==> config.mk <==
export PLATFORM = sky130hd
export DESIGN_NAME = ps2_scancode_decoder_flat
export DESIGN_NICKNAME = d
export VERILOG_FILES = /design/src/rtl/ps2_scancode_decoder_if.sv /design/src/rtl/ps2_scancode_decoder.sv /design/src/flat_wrapper.sv
export SDC_FILE = /design/constraint.sdc
export NUM_CORES = 1
export LEC_CHECK = 0
export CAP_MARGIN = 20
export CORE_ASPECT_RATIO = 1.5
export CORE_MARGIN = 5
export CORE_UTILIZATION = 39
export CTS_BUF_LIST = sky130_fd_sc_hd__clkbuf_8
export CTS_CLUSTER_DIAMETER = 40
export DETAILED_ROUTE_END_ITERATION = 10
export SETUP_SLACK_MARGIN = 0.5
export SLEW_MARGIN = 20
export SYNTH_ARGS = -nofsm -noshare
export SYNTH_HDL_FRONTEND = slang
export SYNTH_SLANG_ARGS = --single-unit
==> constraint.sdc <==
create_clock -name clk -period 4 [get_ports clk]
set_clock_uncertainty 0.05 [all_clocks]
set_input_delay 0.6 -clock clk [delete_from_list [all_inputs] [get_ports clk]]
set_output_delay 0.6 -clock clk [all_outputs]
set_load 0.03 [all_outputs]
==> src/rtl/ps2_scancode_decoder_if.sv <==
// Bus between the PS/2 frame receiver, the scan-code decoder and the
// display/debug logic that consumes key events.
//   code_valid/code            : received byte strobe and value (into decoder)
//   evt_*                      : registered key event fields, evt_valid pulses
//   key_down/held_code/held_ext: currently held key
//   press_cnt                  : non-repeat make events since reset (wraps)
//   err                        : one-cycle protocol error pulse
// master = byte producer / event consumer, slave = decoder.
interface ps2_scancode_decoder_if #(
    parameter int unsigned CNT_W = 8
);
    logic             code_valid;
    logic [7:0]       code;
    logic             evt_valid;
    logic [7:0]       evt_code;
    logic             evt_ext;
    logic             evt_release;
    logic             evt_repeat;
    logic [7:0]       evt_ascii;
    logic             key_down;
    logic [7:0]       held_code;
    logic             held_ext;
    logic [CNT_W-1:0] press_cnt;
    logic             err;

    modport master (
        output code_valid, code,
        input  evt_valid, evt_code, evt_ext, evt_release, evt_repeat, evt_ascii,
        input  key_down, held_code, held_ext, press_cnt, err
    );

    modport slave (
        input  code_valid, code,
        output evt_valid, evt_code, evt_ext, evt_release, evt_repeat, evt_ascii,
        output key_down, held_code, held_ext, press_cnt, err
    );
endinterface

==> src/rtl/ps2_scancode_decoder.sv <==
// Set-2 scan-code decoder. Parses make / F0 break / E0 extended sequences
// into registered key events, tracks the held key, flags typematic repeats,
// counts presses and maps codes to uppercase ASCII.
// Ports:
//   clk    : system clock, posedge
//   resetn : synchronous reset, active low
//   bus    : ps2_scancode_decoder_if.slave (byte input, event/status outputs)
module ps2_scancode_decoder #(
    parameter int unsigned CNT_W = 8
) (
    input  logic                   clk,
    input  logic                   resetn,
    ps2_scancode_decoder_if.slave  bus
);
    typedef enum logic [1:0] {IDLE, EXT, BRK, EXT_BRK} state_e;

    state_e state_q, state_d;

    logic             is_make, is_break, is_err, ev_ext;
    logic             is_e0, is_f0, is_bad, held_match;

    logic             evt_valid_q,   evt_valid_d;
    logic [7:0]       evt_code_q,    evt_code_d;
    logic             evt_ext_q,     evt_ext_d;
    logic             evt_release_q, evt_release_d;
    logic             evt_repeat_q,  evt_repeat_d;
    logic [7:0]       evt_ascii_q,   evt_ascii_d;
    logic             key_down_q,    key_down_d;
    logic [7:0]       held_code_q,   held_code_d;
    logic             held_ext_q,    held_ext_d;
    logic [CNT_W-1:0] press_cnt_q,   press_cnt_d;
    logic             err_q,         err_d;

    function automatic logic [7:0] to_ascii(input logic [7:0] c);
        case (c)
            8'h1C: to_ascii = 8'h41; 8'h32: to_ascii = 8'h42; 8'h21: to_ascii = 8'h43;
            8'h23: to_ascii = 8'h44; 8'h24: to_ascii = 8'h45; 8'h2B: to_ascii = 8'h46;
            8'h34: to_ascii = 8'h47; 8'h33: to_ascii = 8'h48; 8'h43: to_ascii = 8'h49;
            8'h3B: to_ascii = 8'h4A; 8'h42: to_ascii = 8'h4B; 8'h4B: to_ascii = 8'h4C;
            8'h3A: to_ascii = 8'h4D; 8'h31: to_ascii = 8'h4E; 8'h44: to_ascii = 8'h4F;
            8'h4D: to_ascii = 8'h50; 8'h15: to_ascii = 8'h51; 8'h2D: to_ascii = 8'h52;
            8'h1B: to_ascii = 8'h53; 8'h2C: to_ascii = 8'h54; 8'h3C: to_ascii = 8'h55;
            8'h2A: to_ascii = 8'h56; 8'h1D: to_ascii = 8'h57; 8'h22: to_ascii = 8'h58;
            8'h35: to_ascii = 8'h59; 8'h1A: to_ascii = 8'h5A;
            8'h45: to_ascii = 8'h30; 8'h16: to_ascii = 8'h31; 8'h1E: to_ascii = 8'h32;
            8'h26: to_ascii = 8'h33; 8'h25: to_ascii = 8'h34; 8'h2E: to_ascii = 8'h35;
            8'h36: to_ascii = 8'h36; 8'h3D: to_ascii = 8'h37; 8'h3E: to_ascii = 8'h38;
            8'h46: to_ascii = 8'h39;
            8'h29: to_ascii = 8'h20; 8'h5A: to_ascii = 8'h0D; 8'h66: to_ascii = 8'h08;
            default: to_ascii = 8'h00;
        endcase
    endfunction

    assign is_e0  = (bus.code == 8'hE0);
    assign is_f0  = (bus.code == 8'hF0);
    assign is_bad = (bus.code == 8'h00) || (bus.code == 8'hFF);

    // State register
    always_ff @(posedge clk) begin
        if (!resetn) state_q <= IDLE;
        else         state_q <= state_d;
    end

    // Next-state logic
    always_comb begin
        state_d = state_q;
        if (bus.code_valid) begin
            case (state_q)
                IDLE:    state_d = is_e0 ? EXT : (is_f0 ? BRK : IDLE);
                EXT:     state_d = is_f0 ? EXT_BRK : (is_e0 ? EXT : IDLE);
                BRK:     state_d = is_f0 ? BRK : (is_e0 ? EXT : IDLE);
                EXT_BRK: state_d = IDLE;
                default: state_d = IDLE;
            endcase
        end
    end

    // Output decode: classify the byte sampled this cycle
    always_comb begin
        is_make  = 1'b0;
        is_break = 1'b0;
        is_err   = 1'b0;
        ev_ext   = 1'b0;
        if (bus.code_valid) begin
            case (state_q)
                IDLE: begin
                    if (is_bad)                is_err  = 1'b1;
                    else if (!is_e0 && !is_f0) is_make = 1'b1;
                end
                EXT: begin
                    ev_ext = 1'b1;
                    if (is_bad)                is_err  = 1'b1;
                    else if (!is_e0 && !is_f0) is_make = 1'b1;
                end
                BRK: begin
                    if (is_bad || is_e0) is_err   = 1'b1;
                    else if (!is_f0)     is_break = 1'b1;
                end
                EXT_BRK: begin
                    ev_ext = 1'b1;
                    if (is_bad || is_e0 || is_f0) is_err   = 1'b1;
                    else                          is_break = 1'b1;
                end
                default: is_err = 1'b0;
            endcase
        end
    end

    assign held_match = key_down_q && (held_ext_q == ev_ext) && (held_code_q == bus.code);

    // Event fields and held-key tracking
    always_comb begin
        evt_valid_d   = is_make | is_break;
        err_d         = is_err;
        evt_code_d    = evt_code_q;
        evt_ext_d     = evt_ext_q;
        evt_release_d = evt_release_q;
        evt_repeat_d  = evt_repeat_q;
        evt_ascii_d   = evt_ascii_q;
        key_down_d    = key_down_q;
        held_code_d   = held_code_q;
        held_ext_d    = held_ext_q;
        press_cnt_d   = press_cnt_q;
        if (is_make || is_break) begin
            evt_code_d    = bus.code;
            evt_ext_d     = ev_ext;
            evt_release_d = is_break;
            evt_repeat_d  = is_make && held_match;
            evt_ascii_d   = ev_ext ? 8'h00 : to_ascii(bus.code);
        end
        if (is_make && !held_match) begin
            press_cnt_d = press_cnt_q + 1'b1;
            held_code_d = bus.code;
            held_ext_d  = ev_ext;
            key_down_d  = 1'b1;
        end
        // A break for some other key is reported but leaves the held key alone
        if (is_break && held_match) key_down_d = 1'b0;
    end

    always_ff @(posedge clk) begin
        if (!resetn) begin
            evt_valid_q   <= 1'b0;
            evt_code_q    <= '0;
            evt_ext_q     <= 1'b0;
            evt_release_q <= 1'b0;
            evt_repeat_q  <= 1'b0;
            evt_ascii_q   <= '0;
            key_down_q    <= 1'b0;
            held_code_q   <= '0;
            held_ext_q    <= 1'b0;
            press_cnt_q   <= '0;
            err_q         <= 1'b0;
        end else begin
            evt_valid_q   <= evt_valid_d;
            evt_code_q    <= evt_code_d;
            evt_ext_q     <= evt_ext_d;
            evt_release_q <= evt_release_d;
            evt_repeat_q  <= evt_repeat_d;
            evt_ascii_q   <= evt_ascii_d;
            key_down_q    <= key_down_d;
            held_code_q   <= held_code_d;
            held_ext_q    <= held_ext_d;
            press_cnt_q   <= press_cnt_d;
            err_q         <= err_d;
        end
    end

    assign bus.evt_valid   = evt_valid_q;
    assign bus.evt_code    = evt_code_q;
    assign bus.evt_ext     = evt_ext_q;
    assign bus.evt_release = evt_release_q;
    assign bus.evt_repeat  = evt_repeat_q;
    assign bus.evt_ascii   = evt_ascii_q;
    assign bus.key_down    = key_down_q;
    assign bus.held_code   = held_code_q;
    assign bus.held_ext    = held_ext_q;
    assign bus.press_cnt   = press_cnt_q;
    assign bus.err         = err_q;
endmodule

==> src/flat_wrapper.sv <==
// flat-port wrapper written by rule: the top's interface ports become plain ports
module ps2_scancode_decoder_flat 
#(
    parameter int unsigned CNT_W = 8
)
  (clk, resetn, bus_code_valid, bus_code, bus_evt_valid, bus_evt_code, bus_evt_ext, bus_evt_release, bus_evt_repeat, bus_evt_ascii, bus_key_down, bus_held_code, bus_held_ext, bus_press_cnt, bus_err);
  ps2_scancode_decoder_if #(.CNT_W(CNT_W)) bus_i ();
  input  logic clk;
  input  logic resetn;
  input wire logic [$bits(bus_i.code_valid)-1:0] bus_code_valid;
  input wire logic [$bits(bus_i.code)-1:0] bus_code;
  output wire logic [$bits(bus_i.evt_valid)-1:0] bus_evt_valid;
  output wire logic [$bits(bus_i.evt_code)-1:0] bus_evt_code;
  output wire logic [$bits(bus_i.evt_ext)-1:0] bus_evt_ext;
  output wire logic [$bits(bus_i.evt_release)-1:0] bus_evt_release;
  output wire logic [$bits(bus_i.evt_repeat)-1:0] bus_evt_repeat;
  output wire logic [$bits(bus_i.evt_ascii)-1:0] bus_evt_ascii;
  output wire logic [$bits(bus_i.key_down)-1:0] bus_key_down;
  output wire logic [$bits(bus_i.held_code)-1:0] bus_held_code;
  output wire logic [$bits(bus_i.held_ext)-1:0] bus_held_ext;
  output wire logic [$bits(bus_i.press_cnt)-1:0] bus_press_cnt;
  output wire logic [$bits(bus_i.err)-1:0] bus_err;
  assign bus_i.code_valid = bus_code_valid;
  assign bus_i.code = bus_code;
  assign bus_evt_valid = bus_i.evt_valid;
  assign bus_evt_code = bus_i.evt_code;
  assign bus_evt_ext = bus_i.evt_ext;
  assign bus_evt_release = bus_i.evt_release;
  assign bus_evt_repeat = bus_i.evt_repeat;
  assign bus_evt_ascii = bus_i.evt_ascii;
  assign bus_key_down = bus_i.key_down;
  assign bus_held_code = bus_i.held_code;
  assign bus_held_ext = bus_i.held_ext;
  assign bus_press_cnt = bus_i.press_cnt;
  assign bus_err = bus_i.err;
  ps2_scancode_decoder #(.CNT_W(CNT_W)) u_core (.clk(clk), .resetn(resetn), .bus(bus_i));
endmodule
==> impl_metrics.json, run 1 <==
{
  "placed_cell_area_um2": 3154,
  "syn_to_final_growth_pct": 22.20,
  "vias": 2610,
  "drt_iter0_markers": 184,
  "end_kind": "register",
  "antenna_found_initial": 0,
  "grt_pass1_vias": 2558,
  "dp.cells": 442,
  "cp_max_fo": 24,
  "stdcell_count": 450,
  "min_period_ns": 2.741,
  "outcome": "complete, no violations",
  "grt-ovfl-total": 0,
  "fill_cells": 679,
  "synthCells": 339,
  "yosys.area_share.simple_pct": 24.30,
  "synth-main-ff-cell": "dfxtp_1",
  "grt_max_degree": 57,
  "cts_inserted_buffers": 5,
  "die_y_um": 111.5,
  "synthMuxAreaShare_pct": 7.196,
  "syn_nets": 358,
  "tightest_slew_ns": 0.7160,
  "viasPerCell": 5.800,
  "slew_headroom_pct": 52.11,
  "dpl.hpwl_um": 5464,
  "ir_drop_mv": 0.1551,
  "rsz0062_at_grt": "false",
  "crit_path_max_incr_delay_ns": 0.43,
  "crit_family": "compound AO/OA/AOI/OAI gates",
  "ctsResizeCount": 0,
  "final_max_slew_viol_count": 0,
  "antenna_left": 0,
  "power_mw": 1.033,
  "num_antenna_cells": 0,
  "met2_usage_pct": 31.46,
  "cts_hold_buf": 0,
  "insertion_delay_ns": 0.29,
  "path_buf_inv": 2,
  "synth_compound_area_share_pct": 23.93,
  "cp.required_ns": 4.14,
  "min_path_type": "reg2reg",
  "grt_util_all_layers_pct": 17.26,
  "period_share_pct": 68.52,
  "port_buffers": 48,
  "setup_viol": 0,
  "crit_chain": "clkdlybuf4s50_1 -> inv_1 -> ha_1 -> or3b_4 -> o211a_2 -> a31o_2 -> and3_1 -> a32o_1",
  "grt_first_pass_wirelength_um": 12480,
  "cts.sink_count": 40,
  "drive_above_1_share_pct": 6.989,
  "pin_count": 50,
  "die_w_um": 77.66,
  "rows": 37,
  "synth_edf_count": 0,
  "wl_per_cell_um": 16.55,
  "multi_input_area_um2": 1673,
  "gp_congestion": 0.9130,
  "cts_max_level": 2,
  "syn_area_um2": 2678,
  "startpoint_type": "input port",
  "cp.arrival_ns": 2.88,
  "core-area_um2": 6759,
  "met3_usage_pct": 2.104,
  "power_density_nw_per_um2": 315.6,
  "yosys.area_share.xor_xnor_pct": 2.944,
  "drt_first_pass_iters": 4,
  "clk_path_buf_depth": 2,
  "post-route-drc-count": 0,
  "finalInstanceArea_um2": 3272,
  "yosysUniqueCellTypes": 57,
  "yosys_register_bits": 40,
  "hold_violations": 0,
  "setup_tns_ns": 0,
  "synth_fa_ha_area_share_pct": 3.738,
  "post-route-util_pct": 48.41,
  "die_area_um2": 8657,
  "slowest_stage": "or3b_4",
  "wl_um": 7447,
  "syn_area_per_cell_um2": 7.898,
  "ff_latch_area_um2": 800.8,
  "yosysSeqAreaShare_pct": 29.91,
  "cts_setup_buffers": 0,
  "async_flop_share_pct": 0,
  "clockRootBuffer": "clkbuf_8",
  "grt_busiest_layer": "met2",
  "use_met1_pct": 19.58,
  "crit_type": "in2reg",
  "final_nets": 390,
  "cts_tree": "yes",
  "power.leakage_nw": 1.210,
  "max-cap-violations": 0,
  "initial_core_util_pct": 39.61,
  "ys_warn_count": 0,
  "clk_pin_slew_ns": 0.08,
  "maxClockFrequency_mhz": 364.8,
  "synth_top_family_by_area": "simple AND/OR/NAND/NOR gates"
}
==> state kept, by name, summed over array words and instances (netlist names), 2 cells and up <==
register,cells
u_core.bus.evt_code,8
u_core.bus.held_code,8
u_core.bus.press_cnt,8
u_core.bus.evt_ascii,7
u_core.state_q,2
==> synth_stat cells, types with 4 or more instances <==
cell type | number | area [um2]
nand2_1 | 59 | 221.5
dfxtp_1 | 40 | 800.8
buf_2 | 18 | 90.09
mux2i_1 | 17 | 170.2
nand2b_1 | 16 | 100.1
o21ai_0 | 16 | 80.08
a21boi_1 | 15 | 112.6
nor2_1 | 12 | 45.04
a21oi_1 | 10 | 50.05
inv_1 | 9 | 33.78
nand3_1 | 9 | 45.04
xnor2_1 | 9 | 78.83
clkbuf_1 | 8 | 30.03
ha_1 | 8 | 100.1
and3_1 | 6 | 37.54
a31oi_1 | 5 | 31.28
nor4_1 | 5 | 31.28
nand4_1 | 4 | 25.02
nor3_1 | 4 | 20.02
o211ai_1 | 4 | 30.03
o31ai_1 | 4 | 30.03
or4_1 | 4 | 30.03
==> cell usage in the layout (no fill, tap or decap), types with 3 or more instances in the layout <==
master / count
a31oi_1: 5
clkbuf_8: 5
a211oi_1: 3
o31ai_1: 4
or4_1: 4
o211ai_1: 4
o311ai_0: 3
xnor2_1: 9
a21oi_1: 10
nor4_1: 5
nor3_1: 4
a21boi_1: 15
a22oi_1: 3
a221oi_1: 3
inv_1: 9
nand2b_1: 16
ha_1: 8
o21ai_0: 16
mux2i_1: 17
dfxtp_1: 40
nand4_1: 4
and3_1: 6
nand3_1: 9
nor2_1: 12
buf_4: 10
nand2_1: 59
nand3b_1: 3
o22ai_1: 3
clkdlybuf4s50_1: 48
==> worst reg2reg max path, delay by kind of cell, from the launching register on <==
family,cells,cell delay [ns]
flip-flops,1,0.52
XOR/XNOR,1,0.15
AND/OR/NAND/NOR,3,0.75
AO/OA/AOI/OAI,1,0.22
buffers and inverters,1,0.29
==> metrics by stage <==
stage                     worst slack (ns)  hold WS [ns]
final                                1.259        0.4060
after global routing                 1.106        0.4434
after CTS                           0.9734        0.4099
after detailed placement            0.6774        0.3983
after global placement              0.7425        0.3932
after floorplan                      1.547        0.5245
==> where the power goes <==
group          switching, mW  internal, mW  total [mW]  leakage (nW)
Clock                  0.144         0.185       0.328        0.0541
Sequential            0.0158         0.419       0.435         0.328
Combinational          0.161         0.108       0.269         0.828
Total                  0.321         0.712        1.03          1.21
==> final timing paths <==
| check | from | end | slack [ns] | cells after the start |
|---|---|---|---|---|
| worst max register to register | u_core.state_q[0]$_SDFFE_PN0P_ | u_core.bus.key_down$_SDFFE_PP0P_ | 1.93 | 6 |
| worst max-delay path | bus_code[1] | u_core.bus.evt_ascii[3]$_SDFFE_PN0P_ | 1.26 | 8 |
| worst min register to register | u_core.bus.evt_code[2]$_SDFFE_PN0P_ | u_core.bus.evt_code[2]$_SDFFE_PN0P_ | 0.41 | 2 |
| worst min-delay path | u_core.bus.evt_code[2]$_SDFFE_PN0P_ | u_core.bus.evt_code[2]$_SDFFE_PN0P_ | 0.41 | 2 |
==> logic make-up after synthesis <==
logic type | count (synthesis)
xor gates and xnor gates | 9
AOI/OAI and AO/OA | 89
DFF | 40
other | 1
buffers and inverters | 42
muxes | 19
adders and majority gates | 8
and+or+nand+nor | 131
==> metal layers <==
layer	vias up	part of all wire [%]	wire [um]
met5	-	0	0
met1	1260	40	3002
li1	1281	-	-
met2	55	54	4013
met4	0	2.5	186
met3	14	3.3	245
==> area by class of cell <==
class	count	share of cell area (%)
clock buffer	5	2.103
tap	78	2.983
timing repair buffer	58	16.98
sequential	40	24.47
clock inverter	3	1.300
inverter	9	1.033
multi-input combinational	257	51.13
Power figures use the tool's default switching activity.
==> inputs of run 2 (changes only) <==
==> constraint.sdc (replaced) <==
create_clock -name clk -period 2.8 [get_ports clk]
set_clock_uncertainty 0.05 [all_clocks]
set_input_delay 0.42 -clock clk [delete_from_list [all_inputs] [get_ports clk]]
set_output_delay 0.42 -clock clk [all_outputs]
set_load 0.03 [all_outputs]
==> run 2 against run 1 <==
Compared with the run above:
- total power increased by 47%
- die area did not move
- setup slack lost 0.68 ns
- largest power group unchanged
- register-to-register slack lost 0.89 ns
- cell count rose by 5.8%
- non-clock buffer count increased by 26
- clock power rose by 42%
- first-iteration DRC count is 8.2% lower
- flip-flop and latch count unchanged
- sequential share of layout area down 2.1 points
==> impl_metrics.json, run 2 (synthesized netlist as in run 1, its figures left out) <==
{
  "grt_max_degree": 33,
  "drive_above_1_share_pct": 14.32,
  "drt_iter0_markers": 169,
  "placed_cell_area_um2": 3327,
  "crit_type": "in2reg",
  "dp.cells": 465,
  "mostFrequentLayoutCells": "nand2_1, clkdlybuf4s50_1, dfxtp_1",
  "grt_util_all_layers_pct": 17.72,
  "power_density_nw_per_um2": 424.6,
  "min_period_ns": 2.225,
  "cp.arrival_ns": 2.40,
  "path_buf_inv": 3,
  "cts_tree": "yes",
  "cts_max_level": 2,
  "end_kind": "register",
  "period_share_pct": 79.48,
  "power.leakage_nw": 1.383,
  "slew_headroom_pct": 44.85,
  "die_area_um2": 8657,
  "fill_cells": 668,
  "final_nets": 416,
  "insertion_delay_ns": 0.29,
  "pin_count": 50,
  "crit_family": "compound AO/OA/AOI/OAI gates",
  "cts_hold_buf": 0,
  "crit_end": "u_core.bus.evt_ascii[6]$_SDFFE_PN0P_",
  "num_antenna_cells": 0,
  "wl_um": 7942,
  "cp_max_fo": 9,
  "gp_congestion": 0.8448,
  "crit_chain": "clkdlybuf4s50_1 -> buf_4 -> buf_4 -> ha_1 -> a21boi_0 -> a41o_1 -> a221oi_1 -> a22oi_1 -> a21oi_1",
  "min_path_type": "reg2reg",
  "drt_first_pass_iters": 4,
  "port_buffers": 48,
  "wl_per_cell_um": 16.68,
  "final_common_cell": "nand2_1",
  "clk_pin_slew_ns": 0.08,
  "clk_path_buf_depth": 2,
  "critPathLaunch": "bus_code[2]",
  "max-cap-violations": 0,
  "final_max_slew_viol_count": 0,
  "cp.required_ns": 2.97,
  "syn_to_final_growth_pct": 33.88,
  "antenna_found_initial": 0,
  "crit_path_max_incr_delay_ns": 0.45,
  "r2r_start": "u_core.state_q[0]$_SDFFE_PN0P_",
  "outcome": "complete, no violations",
  "die_w_um": 77.66,
  "grt_pass1_vias": 2625,
  "cp.depth": 9,
  "clockRootBuffer": "clkbuf_8",
  "tightest_slew_ns": 0.8247,
  "dpl.hpwl_um": 5671,
  "rsz0062_at_grt": "true",
  "rr_worst_depth": 5,
  "die_y_um": 111.5,
  "viasPerCell": 5.710,
  "vias": 2718,
  "power_mw": 1.522,
  "rows": 37,
  "grt-ovfl-total": 0,
  "hp-start": "u_core.bus.evt_release$_SDFFE_PN0P_",
  "initial_core_util_pct": 39.61,
  "core-area_um2": 6759,
  "r2r_slack_ns": 1.04,
  "path_common_cell": "buf_4",
  "startpoint_type": "input port",
  "setup_viol": 0,
  "post-route-drc-count": 0,
  "finalInstanceArea_um2": 3585,
  "grt_first_pass_wirelength_um": 12700,
  "maxClockFrequency_mhz": 449.3,
  "cts.sink_count": 40,
  "cts_inserted_buffers": 5,
  "regToRegEndpoint": "u_core.bus.evt_ascii[2]$_SDFFE_PN0P_",
  "slowest_stage": "clkdlybuf4s50_1",
  "ir_drop_mv": 0.2629,
  "antenna_left": 0,
  "stdcell_count": 476,
  "hold_violations": 0
}
-- run 2: changes by cell type in the layout (fill, tap and decap cells not counted), moves of 3 or more --
cell,previous run,this run
buf_4,10,29
ha_2,0,3
buf_6,0,3
ha_1,8,5
-- run 2: worst min-delay path by stage --
stage,end,cells past startpoint
2_1_floorplan,u_core.bus.evt_repeat$_SDFFE_PN0P_,2
3_3_place_gp,u_core.bus.evt_repeat$_SDFFE_PN0P_,2
3_5_place_dp,u_core.bus.evt_release$_SDFFE_PN0P_,2
4_1_cts,u_core.bus.evt_release$_SDFFE_PN0P_,2
5_1_grt,u_core.bus.evt_code[4]$_SDFFE_PN0P_,2
6_report,u_core.bus.evt_release$_SDFFE_PN0P_,2
-- run 2: per-stage QoR --
stage | setup slack [ns] | util [%] | setup TNS (ns) | hold WS [ns]
2_1_floorplan | 0.5270 | - | 0 | 0.5245
3_3_place_gp | -0.08068 | 49.22 | -0.8602 | 0.3914
3_5_place_dp | -0.1532 | 49.22 | -1.522 | 0.3966
4_1_cts | 0.4987 | 51.02 | 0 | 0.4081
5_1_grt | 0.4486 | 53.04 | 0 | 0.4344
6_report | 0.5746 | 53.04 | 0 | 0.4042
-- run 2: area by class of cell --
| class | count | area, um2 | share of cell area, % |
|---|---|---|---|
| well taps | 78 | 97.59 | 2.723 |
| inverters | 9 | 33.78 | 0.9424 |
| repair buffers | 84 | 827.0 | 23.07 |
| clock buffers | 5 | 68.82 | 1.920 |
| clock inverters | 3 | 38.79 | 1.082 |
| multi-input cells | 257 | 1718 | 47.92 |
| flip-flops and latches | 40 | 800.8 | 22.34 |
-- run 2: what timing repair did --
action | 4_1_cts | 5_1_grt
buffers inserted | 0 | 1
cloned | 0 | 2
endpoints found under the setup margin | 15 | 25
pin swaps | 1 | 5
gates resized for setup | 3 | 16
-- run 2: report_power, final --
group / leakage (nW) / internal, mW / switching [mW]
Sequential: 0.328 / 0.599 / 0.0228
Clock: 0.0593 / 0.261 / 0.206
Combinational: 0.996 / 0.191 / 0.242
-- run 2: routing by layer --
layer | routed length [um] | track usage [%]
met1 | 3239 | 20.77
met4 | 193 | 6.078
met3 | 372 | 2.346
met5 | 0 | 0
met2 | 4137 | 32.24
-- run 2: tightest hold or removal path, cell delays in order (launching register included) --
cell and delay, ns:
dfxtp_1 0.31, nand2_1 0.05, a21boi_1 0.05
==> inputs of run 3 (changes only) <==
==> constraint.sdc (replaced) <==
create_clock -name clk -period 2.24 [get_ports clk]
set_clock_uncertainty 0.05 [all_clocks]
set_input_delay 0.336 -clock clk [delete_from_list [all_inputs] [get_ports clk]]
set_output_delay 0.336 -clock clk [all_outputs]
set_load 0.03 [all_outputs]
==> run 3 against run 2 <==
Compared with the run above:
- setup slack got worse by 0.12 ns
- register-to-register slack got worse by 0.56 ns
- critical path type unchanged
- worst hold slack got worse by 0.088 ns
- wire length grew 2.8%
- sequential share of layout area decreased by 1.9 points
- sequential power grew 25%
- global-route usage is 0.96 points higher
==> impl_metrics.json, run 3 (synthesized netlist as in run 1, its figures left out) <==
{
  "die_y_um": 111.5,
  "antenna_found_initial": 0,
  "cts.sink_count": 40,
  "cts_hold_buf": 0,
  "gp_congestion": 0.9385,
  "power_frac_comb_pct": 28.8,
  "cts_max_level": 2,
  "setup_viol": 0,
  "power_mw": 2.067,
  "dpl.hpwl_um": 5747,
  "cp_max_fo": 6,
  "ff_latch_area_um2": 800.8,
  "crit_family": "simple AND/OR/NAND/NOR gates",
  "final_max_slew_viol_count": 0,
  "drt_iter0_markers": 161,
  "die_area_um2": 8657,
  "hold_violations": 0,
  "path_buf_inv": 4,
  "grt_max_degree": 57,
  "slowest_stage": "or4_1",
  "path_common_cell": "buf_12",
  "clock_power_share_pct": 33.6,
  "vias": 2811,
  "num_antenna_cells": 0,
  "startpoint_type": "input port",
  "multi_input_area_um2": 1778,
  "syn_to_final_growth_pct": 46.26,
  "min_path_type": "in2reg",
  "viasPerCell": 5.600,
  "rows": 37,
  "grt-ovfl-total": 0,
  "port_buffers": 48,
  "wl_met2_um": 4355,
  "mostFrequentLayoutCells": "nand2_1, buf_4, dfxtp_1",
  "drt_first_pass_iters": 4,
  "period_share_pct": 79.55,
  "top_layer": "met4",
  "clk_path_buf_depth": 2,
  "fin_ws_ns": 0.4580,
  "stdcell_count": 502,
  "cp.depth": 10,
  "insertion_delay_ns": 0.29,
  "cp.required_ns": 2.42,
  "dp_slack_ns": -0.6575,
  "crit_chain": "buf_8 -> inv_6 -> ha_4 -> or3b_4 -> o211a_4 -> a31oi_4 -> buf_12 -> buf_12 -> or4_1 -> a21boi_1",
  "crit_path_max_incr_delay_ns": 0.46,
  "wl_met3_um": 287,
  "post-route-drc-count": 0,
  "pin_count": 50,
  "fill_cells": 647,
  "ir_drop_mv": 0.3304,
  "die_w_um": 77.66,
  "cp.arrival_ns": 1.96,
  "core-area_um2": 6759,
  "wl_per_cell_um": 16.27,
  "outcome": "complete, no violations",
  "final_nets": 443,
  "grt_pass1_vias": 2705,
  "rsz0062_at_grt": "true",
  "power.leakage_nw": 1.665,
  "end_kind": "register",
  "clk_pin_slew_ns": 0.08,
  "initial_core_util_pct": 39.61,
  "max-cap-violations": 0,
  "p_sw_share_pct": 29.29,
  "final_common_cell": "nand2_1",
  "grt_util_all_layers_pct": 18.67,
  "cts_tree": "yes",
  "maxClockFrequency_mhz": 561.2,
  "cts_inserted_buffers": 5,
  "pwr-share-seq_pct": 37.6,
  "whs_path_depth": 3,
  "min_period_ns": 1.782,
  "drive_above_1_share_pct": 23.35,
  "dp.cells": 482,
  "crit_type": "in2reg",
  "grt_first_pass_wirelength_um": 13460,
  "internal_power_mw": 1.462,
  "power_density_nw_per_um2": 527.9,
  "wl_um": 8167,
  "post-route-util_pct": 57.94,
  "wl_met1_um": 3308,
  "clockRootBuffer": "clkbuf_8",
  "switching_power_mw": 0.6055,
  "rr_worst_depth": 7,
  "antenna_left": 0
}
==> run 3: metrics by stage <==
stage,hold slack [ns],area [um2],setup TNS (ns)
2_1_floorplan,0.5244,2755,0
3_3_place_gp,0.3927,3530,-13.87
3_5_place_dp,0.3959,3530,-15.03
4_1_cts,0.4013,3844,0
5_1_grt,0.3240,3916,0
6_report,0.3159,3916,0
==> run 3: final cells by class <==
class / count / area share [%]
Multi-Input combinational cell: 257 / 45.40
Timing Repair Buffer: 111 / 27.19
Sequential cell: 40 / 20.45
Tap cell: 78 / 2.492
Clock buffer: 5 / 1.757
Clock inverter: 2 / 1.534
Inverter: 9 / 1.182
==> run 3: timing repair <==
item | in CTS | in global routing
gates cloned | 2 | 1
buffers inserted | 4 | 6
setup endpoints to repair | 57 | 39
pin swaps | 11 | 10
hold endpoints to repair | 0 | 0
gates resized for setup | 63 | 22
==> run 3: path summary, 6_finish.rpt <==
check | slack (ns) | endpoint | startpoint
setup / recovery | 0.46 | u_core.bus.press_cnt[5]$_SDFFE_PN0P_ | bus_code[0]
hold reg to reg | 0.40 | u_core.bus.evt_repeat$_SDFFE_PN0P_ | u_core.bus.evt_repeat$_SDFFE_PN0P_
setup reg to reg | 0.48 | u_core.bus.press_cnt[5]$_SDFFE_PN0P_ | u_core.bus.held_code[0]$_SDFFE_PN0P_
hold / removal | 0.32 | u_core.bus.held_code[6]$_SDFFE_PN0P_ | bus_code[6]
==> run 3: worst min-delay path, delay by kind of cell <==
family        cells  cell delay, ns
buf+inv           1            0.14
mux               1            0.06
simple gates      1            0.07
==> run 3: metal layers <==
layer / track usage, % / up-vias
met4: 7.110 / 0
met2: 33.07 / 68
met1: 22.47 / 1335
li1: - / 1389
met3: 2.346 / 19
met5: 0 / -
==> run 3: power by group through the flow <==
stage / Clock (mW) / Combinational [mW] / Sequential (mW)
after detailed placement: 0 / 0.546 / 0.796
after global routing: 0.739 / 0.641 / 0.783
after CTS: 0.708 / 0.582 / 0.778
after global placement: 0 / 0.544 / 0.794
after floorplan: 0 / 0.272 / 0.864
final: 0.695 / 0.594 / 0.778
